$ cat config.mk
export PLATFORM = sky130hd
export DESIGN_NAME = cpu_run_ctrl
export DESIGN_NICKNAME = d
export VERILOG_FILES = /design/src/rtl/cpu_run_ctrl_pkg.sv /design/src/rtl/cpu_run_ctrl_edge_det.sv /design/src/rtl/cpu_run_ctrl.sv
export SDC_FILE = /design/constraint.sdc
export NUM_CORES = 1
export LEC_CHECK = 0
export ABC_AREA = 1
export CORE_MARGIN = 1.5
export CORE_UTILIZATION = 47
export CTS_CLUSTER_DIAMETER = 60
export DETAILED_ROUTE_END_ITERATION = 7
export PLACE_DENSITY = 0.82
export SYNTH_ARGS = -nofsm -noshare
export SYNTH_HDL_FRONTEND = slang
export SYNTH_SLANG_ARGS = --single-unit
$ cat constraint.sdc
create_clock -name clk -period 1.9 [get_ports clk]
set_input_delay 0.285 -clock clk [delete_from_list [all_inputs] [get_ports clk]]
set_output_delay 0.285 -clock clk [all_outputs]
set_load 0.02 [all_outputs]
$ cat src/rtl/cpu_run_ctrl_pkg.sv
// cpu_run_ctrl shared definitions.
// State codes are shared with the display mux and software.
package cpu_run_ctrl_pkg;

  typedef enum logic [1:0] {
    CRC_STOP = 2'd0,
    CRC_RUN  = 2'd1,
    CRC_STEP = 2'd2
  } crc_state_e;

endpackage

$ cat src/rtl/cpu_run_ctrl_edge_det.sv
// edge_det: 1-bit rising-edge detector.
// A level held through reset yields an edge on the first cycle.
module edge_det (
  input  logic clk,
  input  logic reset,
  input  logic level_i,
  output logic edge_o
);

  logic prev_q;

  always_ff @(posedge clk or posedge reset) begin
    if (reset) prev_q <= 1'b0;
    else       prev_q <= level_i;
  end

  assign edge_o = level_i & ~prev_q;

endmodule

$ cat src/rtl/cpu_run_ctrl.sv
// cpu_run_ctrl: run/stop/step clock-enable generator for the core.
// Define CPU_RUN_BRK_EN to enable the address breakpoint halt.
module cpu_run_ctrl
  import cpu_run_ctrl_pkg::*;
#(
  parameter int DIV_W = 16,
  parameter int AW    = 32
) (
  input  logic          clk,
  input  logic          reset,
  input  logic          btn_run,
  input  logic          btn_step,
  input  logic          btn_stop,
  input  logic [3:0]    rate_sel,
  input  logic [AW-1:0] addr,
  input  logic [AW-1:0] brk_addr,
  input  logic          brk_en,
  output logic          cpu_en,
  output logic          running,
  output logic          brk_hit,
  output logic [31:0]   en_cnt,
  output logic [1:0]    state
);

  crc_state_e       state_q, state_d;
  logic [DIV_W-1:0] div_q, div_d, term;
  logic [31:0]      en_cnt_q, en_cnt_d;
  logic             cpu_en_q, cpu_en_d;
  logic             brk_hit_q, brk_hit_d;
  logic             run_edge, step_edge, stop_edge;
  logic             brk_fire;

  edge_det u_run (
    .clk    (clk),
    .reset  (reset),
    .level_i(btn_run),
    .edge_o (run_edge)
  );

  edge_det u_step (
    .clk    (clk),
    .reset  (reset),
    .level_i(btn_step),
    .edge_o (step_edge)
  );

  edge_det u_stop (
    .clk    (clk),
    .reset  (reset),
    .level_i(btn_stop),
    .edge_o (stop_edge)
  );

  assign term = (DIV_W'(1) << rate_sel) - DIV_W'(1);

`ifdef CPU_RUN_BRK_EN
  assign brk_fire = (state_q == CRC_RUN) & cpu_en_q
                  & brk_en & (addr == brk_addr);
`else
  logic unused_brk;
  assign unused_brk = ^{addr, brk_addr, brk_en};
  assign brk_fire   = 1'b0;
`endif

  always_ff @(posedge clk or posedge reset) begin
    if (reset) begin
      state_q   <= CRC_STOP;
      div_q     <= '0;
      en_cnt_q  <= '0;
      cpu_en_q  <= 1'b0;
      brk_hit_q <= 1'b0;
    end else begin
      state_q   <= state_d;
      div_q     <= div_d;
      en_cnt_q  <= en_cnt_d;
      cpu_en_q  <= cpu_en_d;
      brk_hit_q <= brk_hit_d;
    end
  end

  always_comb begin
    state_d = CRC_STOP;
    case (state_q)
      CRC_STOP: begin
        if (stop_edge)      state_d = CRC_STOP;
        else if (step_edge) state_d = CRC_STEP;
        else if (run_edge)  state_d = CRC_RUN;
      end
      CRC_RUN: begin
        if (stop_edge | brk_fire) state_d = CRC_STOP;
        else                      state_d = CRC_RUN;
      end
      default: state_d = CRC_STOP;
    endcase
  end

  // The divider is zero outside RUN, so the entry edge counts as tick one.
  always_comb begin
    div_d     = '0;
    cpu_en_d  = 1'b0;
    en_cnt_d  = en_cnt_q + {31'b0, cpu_en_q};
    brk_hit_d = 1'b0;
    if (state_d == CRC_STEP) begin
      cpu_en_d = 1'b1;
    end else if (state_d == CRC_RUN) begin
      if (div_q >= term) cpu_en_d = 1'b1;
      else               div_d    = div_q + DIV_W'(1);
    end
`ifdef CPU_RUN_BRK_EN
    brk_hit_d = brk_hit_q;
    if (brk_fire)
      brk_hit_d = 1'b1;
    else if (state_q == CRC_STOP && state_d != CRC_STOP)
      brk_hit_d = 1'b0;
`endif
  end

  assign cpu_en  = cpu_en_q;
  assign running = (state_q == CRC_RUN);
  assign brk_hit = brk_hit_q;
  assign en_cnt  = en_cnt_q;
  assign state   = state_q;

endmodule

==> results of run 1 <==
[registers in the layout, summed over array words and instances, names as in the netlist]
name and count:
cpu_en 1, u_step.prev_q 1, u_stop.prev_q 1, state 2, en_cnt 32, div_q 16
u_run.prev_q 1
[report_power, final]
group	total, W	switching, W	internal [W]
clock	0.000752	0.000383	0.000369
combinational	0.000505	0.000267	0.000238
sequential	0.00129	0.0000791	0.00121
[cells in the final DEF, fill, tap and decap left out, types with 2 or more instances in the layout]
cell type                         netlist  layout
sky130_fd_sc_hd__a21oi_1               10       8
sky130_fd_sc_hd__buf_12                 0       2
sky130_fd_sc_hd__buf_4                  2      23
sky130_fd_sc_hd__buf_6                  0       4
sky130_fd_sc_hd__buf_8                  0       2
sky130_fd_sc_hd__clkbuf_8               0       8
sky130_fd_sc_hd__clkdlybuf4s50_1        0      40
sky130_fd_sc_hd__conb_1                 2       2
sky130_fd_sc_hd__dfrtp_1               54      54
sky130_fd_sc_hd__ha_1                  20      18
sky130_fd_sc_hd__inv_1                 54      50
sky130_fd_sc_hd__inv_2                  4       7
sky130_fd_sc_hd__nand2_1              109     104
sky130_fd_sc_hd__nand2_2                5       9
sky130_fd_sc_hd__nand3_1               16      15
sky130_fd_sc_hd__nand3_2                5       5
sky130_fd_sc_hd__nand3_4                1       2
sky130_fd_sc_hd__nand3b_1               4       4
sky130_fd_sc_hd__nand4_1               11      11
sky130_fd_sc_hd__nor2_1                53      34
sky130_fd_sc_hd__nor2_2                 4      15
sky130_fd_sc_hd__nor2_4                 4      12
sky130_fd_sc_hd__nor3_1                16      15
sky130_fd_sc_hd__nor3_2                 3       4
sky130_fd_sc_hd__nor3_4                 4       4
sky130_fd_sc_hd__o21ai_0                6       5
sky130_fd_sc_hd__o21ai_1                1       2
sky130_fd_sc_hd__o21bai_1               2       2
sky130_fd_sc_hd__xnor2_1                8       8
sky130_fd_sc_hd__xor2_1                25      25
[cells by family after synthesis]
kind of cell,after synthesis
AND/OR/NAND/NOR,235
flip-flops,54
buffers and inverters,62
other,2
adder cells (fa/ha/maj),20
AO/OA/AOI/OAI,20
XOR/XNOR,34
[path summary, 6_finish.rpt]
check	endpoint	slack [ps]	cells after the start
worst max-delay path	div_q[12]$_DFF_PP0_	-140	14
worst min-delay path	div_q[14]$_DFF_PP0_	300	2
worst max register to register	div_q[12]$_DFF_PP0_	110	7
worst min register to register	state[1]$_DFF_PP0_	470	1
max in group asynchronous	en_cnt[9]$_DFF_PP0_	1070	3
min in group clk	u_stop.prev_q$_DFF_PP0_	430	1
[stage by stage]
stage	area (um^2)	std cells	worst slack, ps
after floorplan	3440	427	-72.2
after global placement	4130	581	-775
after detailed placement	4130	581	-889
after CTS	4380	599	-19.7
after global routing	4470	599	-217
final	4470	599	-144
[per-layer routing]
metal  track usage  vias up
li1              -     1508
met1         0.311     1484
met2         0.378      113
met3        0.0405       20
met4        0.0750        0
met5             0        -
[final cells by class]
type	instances	area [um^2]	area share
multi-input cells	311	1950	0.437
well taps	96	120	0.0269
clock buffers	8	110	0.0246
repair buffers	72	716	0.160
flip-flops and latches	54	1350	0.302
inverters	58	220	0.0492
[what timing repair did]
action | CTS | global route
setup buffers | 10 | 1
gates cloned | 1 | 0
setup endpoints to repair | 17 | 19
pin swaps | 14 | 8
gates resized for setup | 39 | 26
==> impl_metrics.ini, run 1 <==
[run_status]
run_status = finished with violations
violations = negative setup slack

[timing]
rsz0062_at_grt = true
final-setup-viol-count = 17
achievable-frequency_ghz = 0.489
timing_max_transition_violations_final = 0
timing.clock.skew_ps = 9.56
finalCritPeriodShare = 1.08
final.setup.tns_ps = -2000
finalWorstSetupSlack_ps = -144
timing.hold.ws_ps = 299
final-hold-violation-count = 0
tmin_final_ps = 2040

[final_layout]
post_route_cells_drive_above_1_share = 0.209
antenna-diode-count = 0
nets = 596
areaGrowthSynthToFinish_pct = 31.7
total_of_fill_cells_in_the_finished_design = 549
final_util = 0.647

[yosys]
netlist_top_cells_count = 109 x sky130_fd_sc_hd__nand2_1, 54 x sky130_fd_sc_hd__dfrtp_1, 54 x sky130_fd_sc_hd__inv_1
combinational_family_with_the_most_area_after_synthesis = simple AND/OR/NAND/NOR gates
postSynthRegisterBits = 54
synth_area_leaders = sky130_fd_sc_hd__dfrtp_1 40%, sky130_fd_sc_hd__nand2_1 12%, sky130_fd_sc_hd__ha_1 7.4%
async_sr_flop_fraction = 1.00
synth.top_cell.area_share = 0.398
synth_enable_flop_cells = 0
synthesis.instances = 427
synth-compound-area-share = 0.0317
share_of_cell_area_taken_by_muxes_after_synthesis = 0
seq_area_frac_synth = 0.398
yosysWarningCount = 0
yosys.area_share.xor_xnor = 0.0899
synth-adder-area-share = 0.0737
syn_area_um2 = 3400
synth.avg_cell_area_um2 = 7.95
dominantRegCellSynth = sky130_fd_sc_hd__dfrtp_1
post_synth_and_or_nand_nor_area_fraction = 0.333
yosys.cell_count.top_type = sky130_fd_sc_hd__nand2_1
synth_top_area_cell = sky130_fd_sc_hd__dfrtp_1
mappedNetlistNets = 521
yosys.cell_types.count = 28

[grt]
grt_start_max_net_pins = 34
grt_usage = 0.231
first_global_vias = 3017
globalRouteOverflowTotal = 0
first_pass_grt_wire_length_um = 13900
antenna_found_initial = 0

[power_and_ir_drop]
power.density_nw_per_um2 = 569
final_total_power_w = 0.00254
cellLeakagePower_nw = 2.01
vdd_drop_max_mv = 0.513

[routing]
post_drt_wl_per_cell_um = 14.1
drt_first_pass_iters = 5
met2_length_um = 4100
top_signal_layer_used = met4
number_of_remaining_drc_errors = 0
vias = 3125
first_iter_violations = 231
routed_wl_um = 8460
drt-vias-per-instance = 5.22
detail-route-antenna-nets = 0
met3WireLength_um = 486
route.layer.met1.wl_um = 3690

[setup_path]
most_prevalent_standard_cell_on_the_critical_path = sky130_fd_sc_hd__nor2_4
end_kind = register
worst_ep_required_time_ps = 2160
critPathSlowestCell = sky130_fd_sc_hd__a21oi_1
cpPeakStageDelay_ps = 290
cp-start-kind = input pin
timing.setup.critical_path_class = in -> reg
critPathMaxFanout = 8
critical_path.top_delay_family = simple AND/OR/NAND/NOR gates
critical_path.cell_chain = buf_8 -> nor2_4 -> nand3_2 -> ha_4 -> inv_4 -> a21oi_2 -> xor2_1 -> ha_1 -> a21oi_1 -> a21oi_4 -> nor2_4 -> nand3_4 -> buf_12 -> nor2_4
critical_path.reg2reg.startpoint = div_q[11]$_DFF_PP0_
path_buf_inv = 3
cp_data_arrival_time_ps = 2300
crit_path_start = rate_sel[2]

[clocking]
ctsHtreeMaxLevel = 2
clkSlewWorstSetupHoldPaths_ps = 100
cts_buffer_depth = 2
cts_hold_buffers = 0
cts_tree = yes
cts_sinks = 54
cts_bufs_inserted = 5
clock_tree.root_cell = sky130_fd_sc_hd__clkbuf_8
insertion_delay_ps = 320

[die]
die_area_um2 = 7740
core_area_um2 = 6910
rows = 30
floorplan.initialDensity = 0.492
pin_count = 111
die_w_um = 88
dieHeight_um = 88

[job]
maxCapViolations = 0

[hold_path]
timing.hold.worst.class = in -> async

[place]
hpwl_um = 5940
gp_routability_congestion = 0.968
io_buffers = 44
No activity file was read; power rests on OpenSTA's default activity.
==> run 2, diff against run 1 <==
--- a/config.mk
+++ b/config.mk
@@ -10,6 +10,7 @@
 export CORE_UTILIZATION = 47
 export CTS_CLUSTER_DIAMETER = 60
 export DETAILED_ROUTE_END_ITERATION = 7
+export MAX_ROUTING_LAYER = met4
 export PLACE_DENSITY = 0.82
 export SYNTH_ARGS = -nofsm -noshare
 export SYNTH_HDL_FRONTEND = slang
==> impl_metrics.ini, run 2 (same netlist as run 1, synthesis figures left out) <==
[timing]
timing_max_transition_violations_final = 0
tmin_final_ps = 1970
finalWorstSetupSlack_ps = -69.5
finalCritPeriodShare = 1.04
achievable-frequency_ghz = 0.508
final.setup.tns_ps = -930
final-setup-viol-count = 16
final-hold-violation-count = 0
rsz0062_at_grt = true
timing.clock.skew_ps = 3.97

[setup_path]
end_kind = register
reg2regPathDepth = 9
setup.reg_to_reg.worst_slack_ps = 200
regToRegEndpoint = en_cnt[24]$_DFF_PP0_
critPathMaxFanout = 8
timing.setup.critical_path_class = in -> reg
worst_ep_required_time_ps = 2160
cp_data_arrival_time_ps = 2230
critical_path.reg2reg.startpoint = cpu_en$_DFF_PP0_
cp-start-kind = input pin

[grt]
grt_usage = 0.221
first_global_vias = 2906
antenna_found_initial = 0
globalRouteOverflowTotal = 0
grt_start_max_net_pins = 40
first_pass_grt_wire_length_um = 12900

[power_and_ir_drop]
vdd_drop_max_mv = 0.758
power.density_nw_per_um2 = 561
final_total_power_w = 0.00245
cellLeakagePower_nw = 1.96

[clocking]
clkSlewWorstSetupHoldPaths_ps = 90
clock_tree.root_cell = sky130_fd_sc_hd__clkbuf_8
cts_buffer_depth = 2
cts_bufs_inserted = 5
cts_tree = yes
cts_sinks = 54
ctsHtreeMaxLevel = 2
insertion_delay_ps = 310

[routing]
detail-route-antenna-nets = 0
routed_wl_um = 8010
drt_first_pass_iters = 4
number_of_remaining_drc_errors = 0
vias = 3016
drt-vias-per-instance = 5.07
first_iter_violations = 133
post_drt_wl_per_cell_um = 13.5

[final_layout]
mostFrequentLayoutCell = sky130_fd_sc_hd__nand2_1
antenna-diode-count = 0
fin_area_um2 = 4360
largest_register_ff_count = 32
mostFrequentLayoutCells = 106 x sky130_fd_sc_hd__nand2_1, 54 x sky130_fd_sc_hd__dfrtp_1, 48 x sky130_fd_sc_hd__inv_1
areaGrowthSynthToFinish_pct = 28.4
final_util = 0.632
nets = 592
post_route_cells_drive_above_1_share = 0.194

[run_status]
violations = negative setup slack
run_status = finished with violations

[place]
gp_routability_congestion = 0.951
place_ws_ps = -992
io_buffers = 44
place_area_um2 = 4120
hpwl_um = 5980

[die]
floorplan.initialDensity = 0.492
rows = 30
die_area_um2 = 7740
dieHeight_um = 88
die_w_um = 88
core_area_um2 = 6910
pin_count = 111

[job]
maxCapViolations = 0

[hold_path]
timing.hold.worst.class = in -> async
[run 2: per-stage QoR]
step / hold WS [ps] / instances
finish: 265 / 595
global route: 297 / 595
CTS: 283 / 592
detailed placement: 448 / 581
global placement: 446 / 581
floorplan: 316 / 427
[run 2: what timing repair did]
item,4_1_cts,5_1_grt
gates resized for setup,40,22
setup buffers,3,3
hold buffers,0,0
setup endpoints to repair,17,17
pin swaps,12,13
gates cloned,0,0
[run 2: final cells by class]
class                   count  area [um^2]
clock buffers               7         86.3
clock inverters             1         5.00
fillers                   571         2540
inverters                  58          223
multi-input cells         311         1920
flip-flops and latches     54         1350
well taps                  96          120
repair buffers             68          657
[run 2: worst max-delay path by stage]
stage / start / slack, ps / to
after CTS: rate_sel[3] / -2 / div_q[0]$_DFF_PP0_
after floorplan: rate_sel[2] / -70 / div_q[11]$_DFF_PP0_
after detailed placement: rate_sel[1] / -990 / div_q[2]$_DFF_PP0_
after global placement: rate_sel[0] / -750 / div_q[6]$_DFF_PP0_
after global routing: rate_sel[0] / -190 / div_q[14]$_DFF_PP0_
final: rate_sel[2] / -70 / div_q[0]$_DFF_PP0_
[run 2: worst max-delay path: stages]
cell                       delay [ps]
sky130_fd_sc_hd__buf_8            100
sky130_fd_sc_hd__buf_4            150
sky130_fd_sc_hd__nand4_1          130
sky130_fd_sc_hd__nand4_1          160
sky130_fd_sc_hd__o21bai_1         180
sky130_fd_sc_hd__nand2_1           70
sky130_fd_sc_hd__ha_1             280
sky130_fd_sc_hd__nand2_1           70
sky130_fd_sc_hd__inv_2             40
sky130_fd_sc_hd__nand2_2           50
sky130_fd_sc_hd__nor2_1            40
sky130_fd_sc_hd__nor2_1           110
sky130_fd_sc_hd__nand2_1           90
sky130_fd_sc_hd__nand2_2          100
sky130_fd_sc_hd__nand3_4           80
sky130_fd_sc_hd__buf_8            160
sky130_fd_sc_hd__nor2_4            90
[run 2: per-layer routing]
metal,GRT usage,up-vias,share of wire
met4,0.0620,0,0.013
met5,-,-,0
li1,-,1495,-
met3,0.0547,13,0.042
met2,0.341,91,0.48
met1,0.288,1417,0.47
[run 2: power by group]
part           leakage, nW  switching (W)  internal [W]
registers            0.737      0.0000812       0.00121
logic                 1.18       0.000260      0.000224
clock network       0.0482       0.000379      0.000295
total                 1.96       0.000720       0.00173
